<file path="src/rtl/sccb_slave.sv">
// -----------------------------------------------------------------------------
// sccb_slave
//
// Purpose
//   Camera-side SCCB responder with a 256x8 register file.  Used to exercise
//   an SCCB master in simulation and as a camera stand-in on the board.
//   SIOC/SIOD are oversampled on the system clock.  The system clock must run
//   at least 8x faster than SIOC.  The block decodes start and stop conditions
//   and supports:
//     - 3-phase write : ID(0x42) + sub-address + data   -> reg[addr] := data
//     - 2-phase write : ID(0x42) + sub-address          -> read pointer := addr
//     - 2-phase read  : ID(0x43) + data                 -> returns reg[pointer]
//
// Ports
//   clk        in   system clock
//   rst_n      in   asynchronous active-low reset
//   sio_c      in   SCCB clock from the master
//   sio_d_in   in   SCCB data line as seen on the pad
//   sio_d_oe   out  1 = pull SIOD low (open drain, never driven high)
//   wr_strobe  out  1-clk pulse when a register write commits
//   wr_addr    out  address of the committed write (valid with wr_strobe)
//   wr_data    out  data of the committed write (valid with wr_strobe)
//   rd_strobe  out  1-clk pulse when a read byte is loaded for shifting out
//   busy       out  1 from a start condition until the following stop
//
// Handshake note
//   The bus has no valid/ready pairs.  Bus events are the edges of the
//   synchronised pins.  Input bits are taken on SIOC rising edges.  The
//   slave only changes sio_d_oe on SIOC falling edges, so SIOD never moves
//   under the slave's control while SIOC is high.
// -----------------------------------------------------------------------------
module sccb_slave #(
    parameter logic [6:0] DEVICE_ID = 7'h21,
    parameter bit         ACK_EN    = 1'b1
) (
    input  logic       clk,
    input  logic       rst_n,
    input  logic       sio_c,
    input  logic       sio_d_in,
    output logic       sio_d_oe,
    output logic       wr_strobe,
    output logic [7:0] wr_addr,
    output logic [7:0] wr_data,
    output logic       rd_strobe,
    output logic       busy
);

    localparam logic [7:0] WR_ID = {DEVICE_ID, 1'b0};
    localparam logic [7:0] RD_ID = {DEVICE_ID, 1'b1};

    typedef enum logic [3:0] {
        ST_IDLE      = 4'd0,
        ST_ID        = 4'd1,
        ST_ID_ACK    = 4'd2,
        ST_ADDR      = 4'd3,
        ST_ADDR_ACK  = 4'd4,
        ST_WDATA     = 4'd5,
        ST_WDATA_ACK = 4'd6,
        ST_RDATA     = 4'd7,
        ST_RD_NA     = 4'd8,
        ST_IGNORE    = 4'd9
    } state_t;

    state_t state, state_nxt;

    // ------------------------------------------------------------------
    // Pin synchronisers and edge detection.
    // The flops reset to 1 because both lines idle high on the bus.
    // ------------------------------------------------------------------
    logic c_s1, c_s2, c_q;
    logic d_s1, d_s2, d_q;

    always_ff @(posedge clk or negedge rst_n) begin
        if (!rst_n) begin
            c_s1 <= 1'b1;
            c_s2 <= 1'b1;
            c_q  <= 1'b1;
            d_s1 <= 1'b1;
            d_s2 <= 1'b1;
            d_q  <= 1'b1;
        end else begin
            c_s1 <= sio_c;
            c_s2 <= c_s1;
            c_q  <= c_s2;
            d_s1 <= sio_d_in;
            d_s2 <= d_s1;
            d_q  <= d_s2;
        end
    end

    logic c_rise, c_fall, d_rise, d_fall;
    logic start_evt, stop_evt;

    assign c_rise = c_s2 & ~c_q;
    assign c_fall = ~c_s2 & c_q;
    assign d_rise = d_s2 & ~d_q;
    assign d_fall = ~d_s2 & d_q;

    // SIOC must have been high on both samples, so that a data edge
    // coinciding with a clock edge is not mistaken for start/stop.
    assign start_evt = d_fall & c_s2 & c_q;
    assign stop_evt  = d_rise & c_s2 & c_q;

    // ------------------------------------------------------------------
    // Datapath registers
    // ------------------------------------------------------------------
    logic [3:0] cnt,      cnt_nxt;       // bits seen in the current phase
    logic [6:0] in_shift, in_shift_nxt;  // first 7 bits of the incoming byte
    logic [6:0] rd_shift, rd_shift_nxt;  // remaining bits of the outgoing byte
    logic [7:0] ptr,      ptr_nxt;       // register pointer
    logic       is_read,  is_read_nxt;   // ID byte was the read ID
    logic       oe_r,     oe_nxt;
    logic       busy_r,   busy_nxt;
    logic       wr_strobe_r, wr_strobe_nxt;
    logic       rd_strobe_r, rd_strobe_nxt;
    logic [7:0] wr_addr_r, wr_addr_nxt;
    logic [7:0] wr_data_r, wr_data_nxt;
    logic       mem_we;

    logic [7:0] mem [0:255];
    logic [7:0] byte_in;
    logic [7:0] rd_byte;

    // The byte being completed on the current rising edge.
    assign byte_in = {in_shift, d_s2};
    assign rd_byte = mem[ptr];

    // ------------------------------------------------------------------
    // FSM: state register
    // ------------------------------------------------------------------
    always_ff @(posedge clk or negedge rst_n) begin
        if (!rst_n) begin
            state <= ST_IDLE;
        end else begin
            state <= state_nxt;
        end
    end

    // ------------------------------------------------------------------
    // FSM: next-state logic.
    // Start and stop override every state, so a repeated start is legal
    // anywhere and an aborted byte simply vanishes.
    // ------------------------------------------------------------------
    always_comb begin
        state_nxt = state;
        if (start_evt) begin
            state_nxt = ST_ID;
        end else if (stop_evt) begin
            state_nxt = ST_IDLE;
        end else begin
            unique case (state)
                ST_ID: begin
                    if (c_rise && cnt == 4'd7) begin
                        if (byte_in == WR_ID || byte_in == RD_ID) begin
                            state_nxt = ST_ID_ACK;
                        end else begin
                            state_nxt = ST_IGNORE;
                        end
                    end
                end
                ST_ID_ACK: begin
                    if (c_fall && cnt == 4'd9) begin
                        state_nxt = is_read ? ST_RDATA : ST_ADDR;
                    end
                end
                ST_ADDR: begin
                    if (c_rise && cnt == 4'd7) state_nxt = ST_ADDR_ACK;
                end
                ST_ADDR_ACK: begin
                    if (c_fall && cnt == 4'd9) state_nxt = ST_WDATA;
                end
                ST_WDATA: begin
                    if (c_rise && cnt == 4'd7) state_nxt = ST_WDATA_ACK;
                end
                ST_WDATA_ACK: begin
                    // Extra bytes are discarded.
                    if (c_fall && cnt == 4'd9) state_nxt = ST_IGNORE;
                end
                ST_RDATA: begin
                    if (c_fall && cnt == 4'd7) state_nxt = ST_RD_NA;
                end
                ST_RD_NA: begin
                    // The master's NA bit carries no information.
                    if (c_rise) state_nxt = ST_IGNORE;
                end
                default: state_nxt = state;
            endcase
        end
    end

    // ------------------------------------------------------------------
    // FSM: output / datapath next values.
    // In the ACK states, cnt runs 8 -> 9 to separate the falling edge that
    // starts the acknowledge slot from the one that ends it.
    // ------------------------------------------------------------------
    always_comb begin
        cnt_nxt       = cnt;
        in_shift_nxt  = in_shift;
        rd_shift_nxt  = rd_shift;
        ptr_nxt       = ptr;
        is_read_nxt   = is_read;
        oe_nxt        = oe_r;
        busy_nxt      = busy_r;
        wr_strobe_nxt = 1'b0;
        rd_strobe_nxt = 1'b0;
        wr_addr_nxt   = wr_addr_r;
        wr_data_nxt   = wr_data_r;
        mem_we        = 1'b0;

        if (start_evt) begin
            busy_nxt = 1'b1;
            cnt_nxt  = 4'd0;
            oe_nxt   = 1'b0;
        end else if (stop_evt) begin
            busy_nxt = 1'b0;
            cnt_nxt  = 4'd0;
            oe_nxt   = 1'b0;
        end else begin
            unique case (state)
                ST_ID, ST_ADDR, ST_WDATA: begin
                    if (c_rise) begin
                        in_shift_nxt = byte_in[6:0];
                        cnt_nxt      = cnt + 4'd1;
                        if (cnt == 4'd7) begin
                            if (state == ST_ID) begin
                                is_read_nxt = d_s2;
                            end
                            if (state == ST_ADDR) begin
                                ptr_nxt = byte_in;
                            end
                            if (state == ST_WDATA) begin
                                mem_we        = 1'b1;
                                wr_strobe_nxt = 1'b1;
                                wr_addr_nxt   = ptr;
                                wr_data_nxt   = byte_in;
                            end
                        end
                    end
                end
                ST_ID_ACK, ST_ADDR_ACK, ST_WDATA_ACK: begin
                    if (c_fall && cnt == 4'd8) begin
                        oe_nxt = ACK_EN;
                    end else if (c_rise && cnt == 4'd8) begin
                        cnt_nxt = 4'd9;
                    end else if (c_fall && cnt == 4'd9) begin
                        cnt_nxt = 4'd0;
                        oe_nxt  = 1'b0;
                        // The acknowledge slot ends on the falling edge where
                        // read bit 7 must appear.
                        if (state == ST_ID_ACK && is_read) begin
                            rd_shift_nxt  = rd_byte[6:0];
                            rd_strobe_nxt = 1'b1;
                            oe_nxt        = ~rd_byte[7];
                        end
                    end
                end
                ST_RDATA: begin
                    if (c_fall) begin
                        if (cnt == 4'd7) begin
                            // Bit 0 has been sampled; release for the NA bit.
                            oe_nxt  = 1'b0;
                            cnt_nxt = 4'd0;
                        end else begin
                            oe_nxt       = ~rd_shift[6];
                            rd_shift_nxt = {rd_shift[5:0], 1'b0};
                            cnt_nxt      = cnt + 4'd1;
                        end
                    end
                end
                default: begin
                    // IDLE, RD_NA and IGNORE never pull the line.
                    oe_nxt = 1'b0;
                end
            endcase
        end
    end

    // ------------------------------------------------------------------
    // Datapath register
    // ------------------------------------------------------------------
    always_ff @(posedge clk or negedge rst_n) begin
        if (!rst_n) begin
            cnt         <= 4'd0;
            in_shift    <= 7'd0;
            rd_shift    <= 7'd0;
            ptr         <= 8'd0;
            is_read     <= 1'b0;
            oe_r        <= 1'b0;
            busy_r      <= 1'b0;
            wr_strobe_r <= 1'b0;
            rd_strobe_r <= 1'b0;
            wr_addr_r   <= 8'd0;
            wr_data_r   <= 8'd0;
        end else begin
            cnt         <= cnt_nxt;
            in_shift    <= in_shift_nxt;
            rd_shift    <= rd_shift_nxt;
            ptr         <= ptr_nxt;
            is_read     <= is_read_nxt;
            oe_r        <= oe_nxt;
            busy_r      <= busy_nxt;
            wr_strobe_r <= wr_strobe_nxt;
            rd_strobe_r <= rd_strobe_nxt;
            wr_addr_r   <= wr_addr_nxt;
            wr_data_r   <= wr_data_nxt;
        end
    end

    // ------------------------------------------------------------------
    // Register file.  It is cleared on reset so that a reset camera model
    // reads back zero everywhere.
    // ------------------------------------------------------------------
    always_ff @(posedge clk or negedge rst_n) begin
        if (!rst_n) begin
            for (int i = 0; i < 256; i++) begin
                mem[i] <= 8'd0;
            end
        end else if (mem_we) begin
            mem[ptr] <= byte_in;
        end
    end

    assign sio_d_oe  = oe_r;
    assign busy      = busy_r;
    assign wr_strobe = wr_strobe_r;
    assign rd_strobe = rd_strobe_r;
    assign wr_addr   = wr_addr_r;
    assign wr_data   = wr_data_r;

endmodule

</file>
<file path="config.mk">
export PLATFORM = sky130hd
export DESIGN_NAME = sccb_slave
export DESIGN_NICKNAME = d
export VERILOG_FILES = /design/src/rtl/sccb_slave.sv
export SDC_FILE = /design/constraint.sdc
export NUM_CORES = 2
export LEC_CHECK = 0
export CAP_MARGIN = 20
export CELL_PAD_IN_SITES_DETAIL_PLACEMENT = 1
export CELL_PAD_IN_SITES_GLOBAL_PLACEMENT = 2
export CORE_AREA = 2 2 320 639
export DETAILED_ROUTE_END_ITERATION = 12
export DIE_AREA = 0 0 322 641
export GPL_ROUTABILITY_DRIVEN = 0
export PLACE_DENSITY = 0.8
export SETUP_SLACK_MARGIN = 0.05
export SYNTH_ARGS = -nofsm -noshare
export SYNTH_HDL_FRONTEND = slang
export SYNTH_SLANG_ARGS = --single-unit
</file>
<file path="constraint.sdc">
create_clock -name clk -period 3 [get_ports clk]
set_input_delay 0.6 -clock clk [delete_from_list [all_inputs] [get_ports clk]]
set_output_delay 0.6 -clock clk [all_outputs]
set_load 0.02 [all_outputs]
</file>
# --- Yosys cells after proc, flatten, opt, wreduce, memory -nomap -nowiden ---
# Index checks and enable logic that the tools add are counted.
classes:
  reduce_logical: 22
  bitwise: 17
  magnitude_cmp: 2
  eq_ne: 34
  mux: 59
  add_sub_neg: 1
op_table:
  columns: ["cell", "count"]
  rows:
  - ["bitwise mux 2048 bit", 1]
  - ["2-to-1 mux 4 bit", 19]
  - ["binary-select mux 8 bit (select 8 bit)", 1]
  - ["demux 8 bit (select 8 bit)", 1]
  - ["inequality test 4 bit (second input constant)", 11]
  - ["2-to-1 mux 7 bit", 6]
  - ["case mux 4 bit (8 select lines)", 1]
  - ["2-to-1 mux 8 bit", 3]
  - ["2-to-1 mux 1 bit", 23]
  - ["equality test 4 x 3 -> 1 bit (second input constant)", 5]
  - ["AND reduction 6 bit", 3]
  - ["AND reduction 9 bit", 2]
  - ["equality test 8 x 7 -> 1 bit (second input constant)", 2]
  - ["inequality test 5 bit (second input constant)", 3]
  - ["case mux 7 bit (2 select lines)", 1]
  - ["equality test 4 bit (second input constant)", 3]
  - ["inequality test 2 bit (second input constant)", 6]
  - ["case mux 4 bit (3 select lines)", 1]
  - ["nonzero test 10 bit", 1]
  - ["greater-or-equal comparator 9 bit (second input constant)", 1]
  - ["less-than comparator 9 x 1 -> 1 bit (second input constant)", 1]
  - ["inverter 8 -> 9 bit", 1]
  - ["bitwise AND 1 bit", 8]
  - ["equality test 4 x 2 -> 1 bit (second input constant)", 2]
  - ["other kinds (13)", 29]
word_totals:
  elab_cells: 409
  in_bits: 4
  out_inout_bits: 20
  reg_bits: 2105

# --- Depth between registers and ports, before layout ---
logic_depth:
  depth_word: 12
  ltp_mapped: 13
  ltp_nobuf: 9

# --- Worst setup path before layout ---
# Ideal clock, no wire load.
synth_timing:
  kind: "flip-flop to flip-flop"
  startpoint: "register ptr[0]"
  endpoint: "register rd_shift[6]"
  stages_incl_launch_ff: 9
  setup_ps: 131
  arrival_ps: 2519
  n_path_buf: 4
  t_required_ps: 2869
  period_less_slack_ps: 2650
  slack_ps: 350
  path_cell_list: "dfrtp_1 buf_6 buf_6 buf_4 buf_2 mux4_2 mux4_2 a2111oi_1 nor2_1"
synth_between:
  elab_chain_cells: 9
synth_rtl:
  columns: ["item", "line_no", "source"]
  rows:
  - ["start: declaration", "110", "logic [7:0] ptr, ptr_nxt;"]
  - ["start signal: assignment", "298", "ptr <= ptr_nxt;"]
  - ["inverter 8 -> 9 bit (not written as such)", "126", "assign rd_byte = mem[ptr];"]
  - ["binary-select mux 8 bit (select 8 bit)", "126", null]
  - ["2-to-1 mux 8 bit (not written as such) (2 in series)", "126", null]
  - ["2-to-1 mux 7 bit", "250", "if (state == ST_ID_ACK && is_read) begin"]
  - ["2-to-1 mux 7 bit", "245", "end else if (c_fall && cnt == 4'd9) begin"]
  - ["2-to-1 mux 7 bit", "243", "end else if (c_rise && cnt == 4'd8) begin"]
  - ["2-to-1 mux 7 bit", "241", "if (c_fall && cnt == 4'd8) begin"]
  - ["case mux 7 bit (2 select lines)", "219", "unique case (state)"]
  - ["end signal: assignment", "297", "rd_shift <= rd_shift_nxt;"]
  - ["end: declaration", "109", "logic [6:0] rd_shift, rd_shift_nxt;"]
# Every way passes these cells. The select of a mux whose other input is x is not followed.
# A chain may end at the register's enable or synchronous reset.

# --- Final worst setup path ---
layout_timing:
  startpoint: "register ptr[0]"
  endpoint: "register oe_r, in the netlist sio_d_oe"
layout_between:
  elab_chain_cells: 12
layout_rtl:
  columns: ["item", "line_no", "source"]
  rows:
  - ["inverter 8 -> 9 bit (not written as such)", "126", null]
  - ["binary-select mux 8 bit (select 8 bit)", "126", null]
  - ["2-to-1 mux 8 bit (not written as such) (2 in series)", "126", null]
  - ["inverter 1 bit", "253", "oe_nxt = ~rd_byte[7];"]
  - ["2-to-1 mux 1 bit", "250", null]
  - ["2-to-1 mux 1 bit", "245", null]
  - ["2-to-1 mux 1 bit", "243", null]
  - ["2-to-1 mux 1 bit", "241", null]
  - ["case mux 1 bit (3 select lines)", "219", null]
  - ["2-to-1 mux 1 bit", "214", "end else if (stop_evt) begin"]
  - ["2-to-1 mux 1 bit", "210", "if (start_evt) begin"]
  - ["end signal: assignment", "300", "oe_r <= oe_nxt;"]
  - ["end: declaration", "112", "logic oe_r, oe_nxt;"]
# Every way passes these cells. The select of a mux whose other input is x is not followed.

==> results.json <==
{
  "drt_wl_total_um": 344000,
  "crit_buf_inv": 6,
  "ys_types": 70,
  "cts.reportedPaths.clkPinSlew_ps": 70,
  "status": "finished, violations left",
  "end_kind": "register",
  "p_clk_frac": 0.422,
  "finalHoldViolations": 0,
  "slew_headroom": 0.0239,
  "finalCriticalPeriod_ps": 3410,
  "grt_antenna_before_repair": 11,
  "grt_start_max_net_pins": 207,
  "firstDrtPassIters": 5,
  "finClkSkew_ps": 43.5,
  "synth-seq-cells": 2105,
  "maxCapViolCount": 0,
  "p_comb_frac": 0.110,
  "multi_input_area_um2": 42400,
  "cts-root-buf": "clkbuf_16",
  "synth-seq-area-share": 0.547,
  "cp-start-kind": "register",
  "setup_ws_ps": -410,
  "numCtsBuffers": 194,
  "worst_slew_pin_slew_ps": 1460,
  "initial_utilization": 0.479,
  "nets": 6929,
  "worstPathRequired_ps": 3790,
  "synthesis.area_um2": 96300,
  "clk_path_buf_depth": 4,
  "insertion_delay_ps": 890,
  "placed_cells": 9225,
  "io-pin-count": 24,
  "fp.dieW_um": 322,
  "period_share": 1.14,
  "worstPathMaxFanout": 8,
  "core_area_um2": 201000,
  "routedWlPerCell_um": 35.6,
  "synthMostInstantiatedCell": "dfrtp_1",
  "cp.arrival_ps": 4200,
  "seq_power_share": 0.468,
  "synthToLayoutAreaGrowth_pct": 20.8,
  "synth_top_area_frac": 0.545,
  "p_int_mw": 44.3,
  "ant_nets": 0,
  "setup_viol": 8,
  "synth_top_cell_by_area": "dfrtp_1",
  "vias": 60700,
  "avgSynthCellArea_um2": 15.6,
  "htreeDepth": 4,
  "synth_cells": 6186,
  "stdcell_area_um2": 116000,
  "grt_pass1_wl_um": 499000,
  "cp_top_family": "buffers and inverters",
  "crit_type": "register to register",
  "die_h_um": 641,
  "dieArea_um2": 206000,
  "fillerInstances": 18300,
  "fmax_mhz": 293,
  "synth_flop_cell": "dfrtp_1",
  "regArea_um2": 52700,
  "critPathMaxStageDelay_ps": 530,
  "synthTopCellsByArea": "dfrtp_1 55%, mux2_2 24%, mux4_2 12%",
  "drive_gt1_frac": 0.597,
  "fin_cells": 9657,
  "ys_async_sr_fraction": 1.00,
  "rows": 233,
  "cts_tree": "done",
  "post_dp_cell_area_um2": 108000,
  "peakVddDrop_mv": 0.681,
  "dp_hpwl_um": 238000,
  "synth_edf_count": 0,
  "fin_hold_ws_ps": 142,
  "min_path_type": "input port to register",
  "drv_slew": 0,
  "grt_pass1_vias": 68000,
  "crit_chain": "buf_12 > buf_16 > buf_16 > mux4_2 > mux2i_4 > buf_4 > nor2_2 > a21oi_4 > nand4_1 > buf_6 > nand4_1 > buf_4 > a41oi_2 > o22ai_1",
  "power_switching_mw": 17.2,
  "fin_util": 0.578,
  "violations": "negative setup slack",
  "p_leak_nw": 54.1,
  "drc": 0,
  "syn-num-nets": 6193,
  "fin_setup_tns_ps": -2030,
  "drt_iter0_markers": 4508,
  "grt_usage": 0.337,
  "sw_frac_of_total": 0.280,
  "grt-ovfl-total": 0,
  "rsz0062_at_grt": "true",
  "viasPerCell": 6.29,
  "cpMaxStageDelayCell": "mux4_2",
  "cts_sinks": 2105,
  "io_buffers": 23,
  "ys_warn_count": 0,
  "synthTopCellsByCount": "2,099 x dfrtp_1, 2,087 x mux2_2, 498 x mux4_2, 318 x clkbuf_1, 151 x nor2_2",
  "power_density_nw_per_um2": 529
}
-- stage by stage --
step	setup slack [ps]	power (mW)
final	-410	61.6
after global placement	-763	35.6
after floorplan	350	32.4
after global routing	-392	63.2
after detailed placement	-814	35.9
after CTS	-260	61.8
-- kinds of logic after synthesis --
family | Yosys count | synth area share
flops | 2105 | 0.547
buf+inv | 480 | 0.0217
xor+xnor | 1 | 0.0000909
compound gates | 299 | 0.0221
mux | 2725 | 0.375
fa+ha+maj | 3 | 0.000390
simple gates | 573 | 0.0338
-- layout make-up --
cell class	count	area share
multi-input cells	3601	0.365
inverters	8	0.000258
repair buffers	1012	0.0978
flip-flops and latches	2105	0.453
clock inverters	60	0.00693
clock buffers	280	0.0489
well taps	2585	0.0278
diodes	6	0.000129
-- routing by layer --
layer  GRT usage  vias to the layer above  wire (µm)
met5           0                        -        147
met4       0.281                       11      35900
met3      0.0490                      956      16500
met1       0.369                    33400     118000
li1            -                    24500          -
met2       0.576                     1844     173000
-- flip-flops by register name (all words and copies together), names as in the netlist, 4 cells and up --
signal / count
cnt: 4
wr_data: 8
wr_addr: 8
mem: 2048
state: 4
in_shift: 7
rd_shift: 7
ptr: 8
-- cells in the final DEF (no fill, tap or decap), types with 28 or more instances in the layout --
master and count:
mux2_2 2086, nand3_1 55, clkbuf_8 45, clkinv_2 28, clkbuf_16 201, nand2_1 76
dfrtp_1 2087, nor2_2 159, buf_4 685, clkbuf_1 38, nor2_1 93, a22oi_1 65
buf_12 245, a21oi_1 34, mux4_2 498, nor2_4 37, mux2i_1 125
-- what timing repair did --
action / in CTS / in global routing
cloned: 8 / 5
resized for setup: 148 / 99
hold endpoints to repair: 52 / 0
setup endpoints to repair: 145 / 371
hold buffers: 1 / 0
pin swaps: 31 / 36
buffers inserted: 51 / 30
-- power by group through the flow --
stage               sequential (mW)  clock, mW  combinational [mW]
floorplan                      29.1          0                3.26
global placement               29.3          0                6.31
detailed placement             29.3          0                6.54
CTS                            28.8       26.4                6.61
global route                   28.8       27.4                7.09
finish                         28.8       26.0                6.76
-- path summary, 6_finish.rpt --
path,cells past startpoint,end,from,slack [ps]
max,14,sio_d_oe,ptr[0],-410
min,1,d_s1,sio_d_in,140
max reg2reg,14,sio_d_oe,ptr[0],-410
min reg2reg,0,c_s2,c_s1,360
max in group asynchronous,3,mem[1260],rst_n,1290
min in group asynchronous,2,mem[152],rst_n,310
(Power assumes the default switching activity.)
